--- src/rtl/serial_adder.sv ---
// Bit-serial adder/subtractor: processes BPC bits per clock, LSB slice first,
// and publishes the full result, carry and signed overflow on completion.
module serial_adder #(
    parameter int WIDTH = 8,
    parameter int BPC   = 1
) (
    input  logic             clk,
    input  logic             rst_n,
    input  logic             start,
    input  logic [WIDTH-1:0] a,
    input  logic [WIDTH-1:0] b,
    input  logic             cin,
    input  logic             sub,
    output logic             ready,
    output logic             done,
    output logic [WIDTH-1:0] s,
    output logic             cout,
    output logic             ovf
);

    localparam int N  = WIDTH / BPC;
    localparam int CW = (N > 1) ? $clog2(N) : 1;

    localparam logic [1:0] IDLE = 2'd0;
    localparam logic [1:0] RUN  = 2'd1;
    localparam logic [1:0] DONE = 2'd2;

    logic [1:0]       state_reg;
    logic [1:0]       state_next;
    logic [CW-1:0]    cnt_reg;
    logic [WIDTH-1:0] a_reg;
    logic [WIDTH-1:0] b_reg;
    logic [WIDTH-1:0] acc_reg;
    logic [WIDTH-1:0] acc_next;
    logic             carry_reg;
    logic [WIDTH-1:0] s_reg;
    logic             cout_reg;
    logic             ovf_reg;

    logic [BPC-1:0]   a_slice;
    logic [BPC-1:0]   b_slice;
    logic [BPC-1:0]   sum_slice;
    logic [BPC:0]     c;
    logic             last;
    int unsigned      base;

    assign base    = 32'(cnt_reg) * 32'(BPC);
    assign a_slice = a_reg[base +: BPC];
    assign b_slice = b_reg[base +: BPC];
    assign last    = (cnt_reg == CW'(N - 1));

    // Ripple through the slice; c[BPC-1] is the carry into the operand MSB on the final slice.
    assign c[0] = carry_reg;
    for (genvar gi = 0; gi < BPC; gi++) begin : g_fa
        assign sum_slice[gi] = a_slice[gi] ^ b_slice[gi] ^ c[gi];
        assign c[gi+1]       = (a_slice[gi] & b_slice[gi]) |
                               (a_slice[gi] & c[gi]) |
                               (b_slice[gi] & c[gi]);
    end

    always_comb begin
        acc_next              = acc_reg;
        acc_next[base +: BPC] = sum_slice;
    end

    always_comb begin
        state_next = state_reg;
        case (state_reg)
            IDLE:    if (start) state_next = RUN;
            RUN:     if (last)  state_next = DONE;
            DONE:    state_next = IDLE;
            default: state_next = IDLE;
        endcase
    end

    always_ff @(posedge clk or negedge rst_n) begin
        if (!rst_n) begin
            state_reg <= IDLE;
            cnt_reg   <= '0;
            a_reg     <= '0;
            b_reg     <= '0;
            acc_reg   <= '0;
            carry_reg <= 1'b0;
            s_reg     <= '0;
            cout_reg  <= 1'b0;
            ovf_reg   <= 1'b0;
        end else begin
            state_reg <= state_next;
            case (state_reg)
                IDLE: begin
                    // Subtraction is a + ~b + 1, with the borrow-in folded into the carry.
                    if (start) begin
                        a_reg     <= a;
                        b_reg     <= b ^ {WIDTH{sub}};
                        carry_reg <= cin ^ sub;
                        cnt_reg   <= '0;
                        acc_reg   <= '0;
                    end
                end
                RUN: begin
                    carry_reg <= c[BPC];
                    acc_reg   <= acc_next;
                    cnt_reg   <= last ? '0 : cnt_reg + CW'(1);
                    if (last) begin
                        s_reg    <= acc_next;
                        cout_reg <= c[BPC];
                        ovf_reg  <= c[BPC] ^ c[BPC-1];
                    end
                end
                default: ;
            endcase
        end
    end

    assign ready = (state_reg == IDLE);
    assign done  = (state_reg == DONE);
    assign s     = s_reg;
    assign cout  = cout_reg;
    assign ovf   = ovf_reg;

endmodule

--- config.mk ---
export PLATFORM = sky130hd
export DESIGN_NAME = serial_adder
export DESIGN_NICKNAME = d
export VERILOG_FILES = /design/src/rtl/serial_adder.sv
export SDC_FILE = /design/constraint.sdc
export NUM_CORES = 1
export LEC_CHECK = 0
export ABC_AREA = 1
export CELL_PAD_IN_SITES_DETAIL_PLACEMENT = 0
export CELL_PAD_IN_SITES_GLOBAL_PLACEMENT = 1
export CORE_UTILIZATION = 40
export DETAILED_ROUTE_END_ITERATION = 12
export HOLD_SLACK_MARGIN = 0.1
export PLACE_DENSITY = 0.8
export SLEW_MARGIN = 20
export SYNTH_ARGS = -nofsm -noshare
export SYNTH_HDL_FRONTEND = slang
export SYNTH_SLANG_ARGS = --single-unit
export TNS_END_PERCENT = 1
--- constraint.sdc ---
create_clock -name clk -period 2.8 [get_ports clk]
set_input_delay 0.42 -clock clk [delete_from_list [all_inputs] [get_ports clk]]
set_output_delay 0.42 -clock clk [all_outputs]
set_load 0.01 [all_outputs]
==> summary by stage <==
Status
The flow ran to the end, and the final reports show no timing, DRC or antenna violations.

Cells and area
The post-route netlist has 8.01% of its cells at a drive strength greater than 1. The most common cell after layout, fill and taps aside is sky130_fd_sc_hd__nand2_1. With fillers left out, the area of the finished cells amounts to 2570 sq um. The count of antenna diodes in the layout is 0.

The final-layout fill cell count is 539. The count of nets after finishing is 315. Leaving out fill and tap cells, the most frequent cells in the layout are sky130_fd_sc_hd__nand2_1 (82), sky130_fd_sc_hd__dfrtp_1 (40), sky130_fd_sc_hd__clkdlybuf4s50_1 (31), sky130_fd_sc_hd__nand3_1 (24), sky130_fd_sc_hd__inv_1 (18). From synthesis to final layout, the design area changed by 21.6%.

Placed design
Summed over all nets, the half-perimeter wirelength after detailed placement is 2.86 mm. Routability-driven placement finished with a final weighted congestion of 0.837. The number of buffer cells added on primary ports is 32. Prior to clock tree synthesis, the placed netlist has a worst setup slack of 0.466 ns. Once placement finished, the instance area stood at 2460 sq um.

Timing
The final total negative setup slack is 0 ns. In this run the tightest slew margin relative to its limit is 41.7%. In the post-route analysis, the smallest setup slack over all paths is 0.449 ns.

The final-report hold violation count came to 0. The period utilization is 84.0%. The actual slew at the worst max-slew pin is 0.874 ns.

Setup repair after global routing left no endpoint under its margin. Setup violations remaining at the end of the flow were counted as 0. The highest clock frequency the design can meet is 425 MHz. The setup skew after layout is 0.00875 ns.

The final worst hold slack is 0.226 ns. The number of max-slew violations in the final report is 0. The final period demand of the worst path is 2.35 ns.

Global routing
The number of antenna violations at the first check in global routing is 0. The largest net degree at the start of global routing is 41. The first global-routing pass estimated 7.14 mm of wire. The number of global-route vias before repair is 1560. Summed over all layers, the global routing overflow is 0. For this run, the total global-route usage over all layers was measured as 17.1%.

Detailed routing
The DRC violations left is 0. The via density per instance is 4.72. After the first detailed-routing iteration, the DRC count stood at 68. The detailed router placed 1684 vias in this run. The number of routed nets with antenna violations is 0. The final routed wirelength across all metal layers is 4.05 mm. The routed wire length per instance is 11.3 um. The first TritonRoute pass finished after 5 iterations.

Clock network
After clock tree synthesis, the setup repair step added 0 buffers. The count of H-tree levels built during CTS is 2. TritonCTS built the clock tree. Clock-pin slew was measured on the worst setup and hold paths at 0.08 ns. The cell chosen for the clock root is sky130_fd_sc_hd__clkbuf_8. Clock tree synthesis inserted a total of 5 buffers.

The number of hold buffers added after cts is 0. The clock net in this run drives a total of 40 sinks. The clock passes through at most 2 buffers. The number of gates resized after CTS was 0.

The latest clock arrival within the worst-skew pair is 0.29 ns.

Job
The max-cap check violation count is 0.

Synthesis
The share of the Yosys chip area taken by registers is 47.4%. In this run, synthesis produced a sequential element count of 40. For this run, the leading register cell type out of synthesis is sky130_fd_sc_hd__dfrtp_1. The post-synth net total is 284.

The post-synthesis cell type count is 26. The proportion of register bits with asynchronous set or reset after synthesis is 100%. The warning count from the yosys run is 0.

The average instance in the mapped netlist occupies 8.28 sq um. Summing every instance area after synthesis gives 2110 sq um. The number of enable flip-flop cells after synthesis is 0.

The count of mapped cells out of synthesis is 255.

Critical path
The arrival time at the worst endpoint is 2.58 ns. The worst setup path is captured at a flop. The maximum net fanout on the critical path is 17.

The endpoint required time on the critical path is 3.03 ns. The worst setup path is of the flop to flop kind. The type of origin of the critical path is a flop.

Floorplan
The I/O pin total is 33. After floorplanning, the core was divided into 26 placement rows. The floorplan step defined a die boundary enclosing 5570 sq um.

In this run the vertical extent of the chip is 74.7 um. For this configuration, the core starts out at a cell density of 41.4%. The core area is 5110 sq um. From left edge to right edge, the die measures 74.7 um.

Power and ir drop
The leakage power is 1.27 nW. Across the VDD grid, the largest voltage drop is 0.412 mV. In this run the power density over the cells is 1160 nW/um^2. The design draws 0.00298 W.

Worst hold path
The path class of the lowest-slack min-delay path is input port to asynchronous set/reset pin.
-- cells in the mapped netlist, drive strengths merged, types with 4 or more instances --
cell    number  share of area (%)
nand2       85                 15
dfrtp       40                 47
nand3       24                5.7
inv         22                3.9
nor2        20                4.6
o21ai       20                4.7
buf          9                3.1
xnor2        9                3.7
ha           7                4.1
a21o         5                2.0
nand4        4                1.2
o211ai       4                1.4
-- kinds of logic (layout without fill, tap and decap cells) --
kind of cell             Yosys count  count (layout)  synth area share [%]
adder cells (fa/ha/maj)            8               8                  5.09
XOR/XNOR                          10              10                  4.15
flip-flops                        40              40                  47.4
AO/OA/AOI/OAI                     32              32                  9.18
AND/OR/NAND/NOR                  134             134                  27.1
buffers and inverters             31              63                  7.05
-- through the flow --
stage / util [%] / std cells
2_1_floorplan: - / 255
3_3_place_gp: 48.1 / 349
3_5_place_dp: 48.1 / 349
4_1_cts: 50.3 / 357
5_1_grt: 50.3 / 357
6_report: 50.3 / 357
-- where the power goes --
part / total, W / leakage [nW] / internal [W] / switching (W)
logic: 0.00146 / 0.719 / 0.000611 / 0.000849
registers: 0.00106 / 0.500 / 0.000848 / 0.000208
clock network: 0.000466 / 0.0541 / 0.000264 / 0.000203
-- routing by layer --
| metal | track usage, % | vias up | routed length, um | part of all wire [%] |
|---|---|---|---|---|
| met3 | 4.82 | 5 | 126 | 3.1 |
| met1 | 22.8 | 766 | 2050 | 51 |
| met4 | 5.03 | 0 | 41 | 1.0 |
| met2 | 27.2 | 27 | 1830 | 45 |
| li1 | - | 886 | - | - |
| met5 | 0 | - | 0 | 0 |
-- final cells by class --
type                    count  area [sq um]  share of cell area (%)
clock buffers               5          68.8                    2.68
clock inverters             3          42.5                    1.66
inverters                  22          82.6                    3.22
multi-input cells         184           962                    37.5
flip-flops and latches     40          1000                    39.0
well taps                  70          87.6                    3.41
repair buffers             33           323                    12.6
-- critical path, stage by stage (launching register included) --
cell	delay (ns)
sky130_fd_sc_hd__dfrtp_1	0.67
sky130_fd_sc_hd__inv_2	0.22
sky130_fd_sc_hd__o21ai_0	0.20
sky130_fd_sc_hd__o211ai_1	0.11
sky130_fd_sc_hd__nand2_1	0.10
sky130_fd_sc_hd__fa_1	0.44
sky130_fd_sc_hd__inv_1	0.12
sky130_fd_sc_hd__nand4_1	0.14
sky130_fd_sc_hd__nand3_1	0.13
sky130_fd_sc_hd__nand3_1	0.08
sky130_fd_sc_hd__nand2_1	0.06
-- path summary, 6_finish.rpt --
path | end | startpoint | slack, ns | cells after the start
hold / removal | acc_reg[4] | rst_n | 0.23 | 1
min in group clk | s[5] | s[5] | 0.48 | 2
setup / recovery | s[7] | cnt_reg[0] | 0.45 | 10
max in group asynchronous | b_reg[0] | rst_n | 2.01 | 1
hold reg to reg | s[5] | s[5] | 0.48 | 2
setup reg to reg | s[7] | cnt_reg[0] | 0.45 | 10
Power figures use the tool's default switching activity.
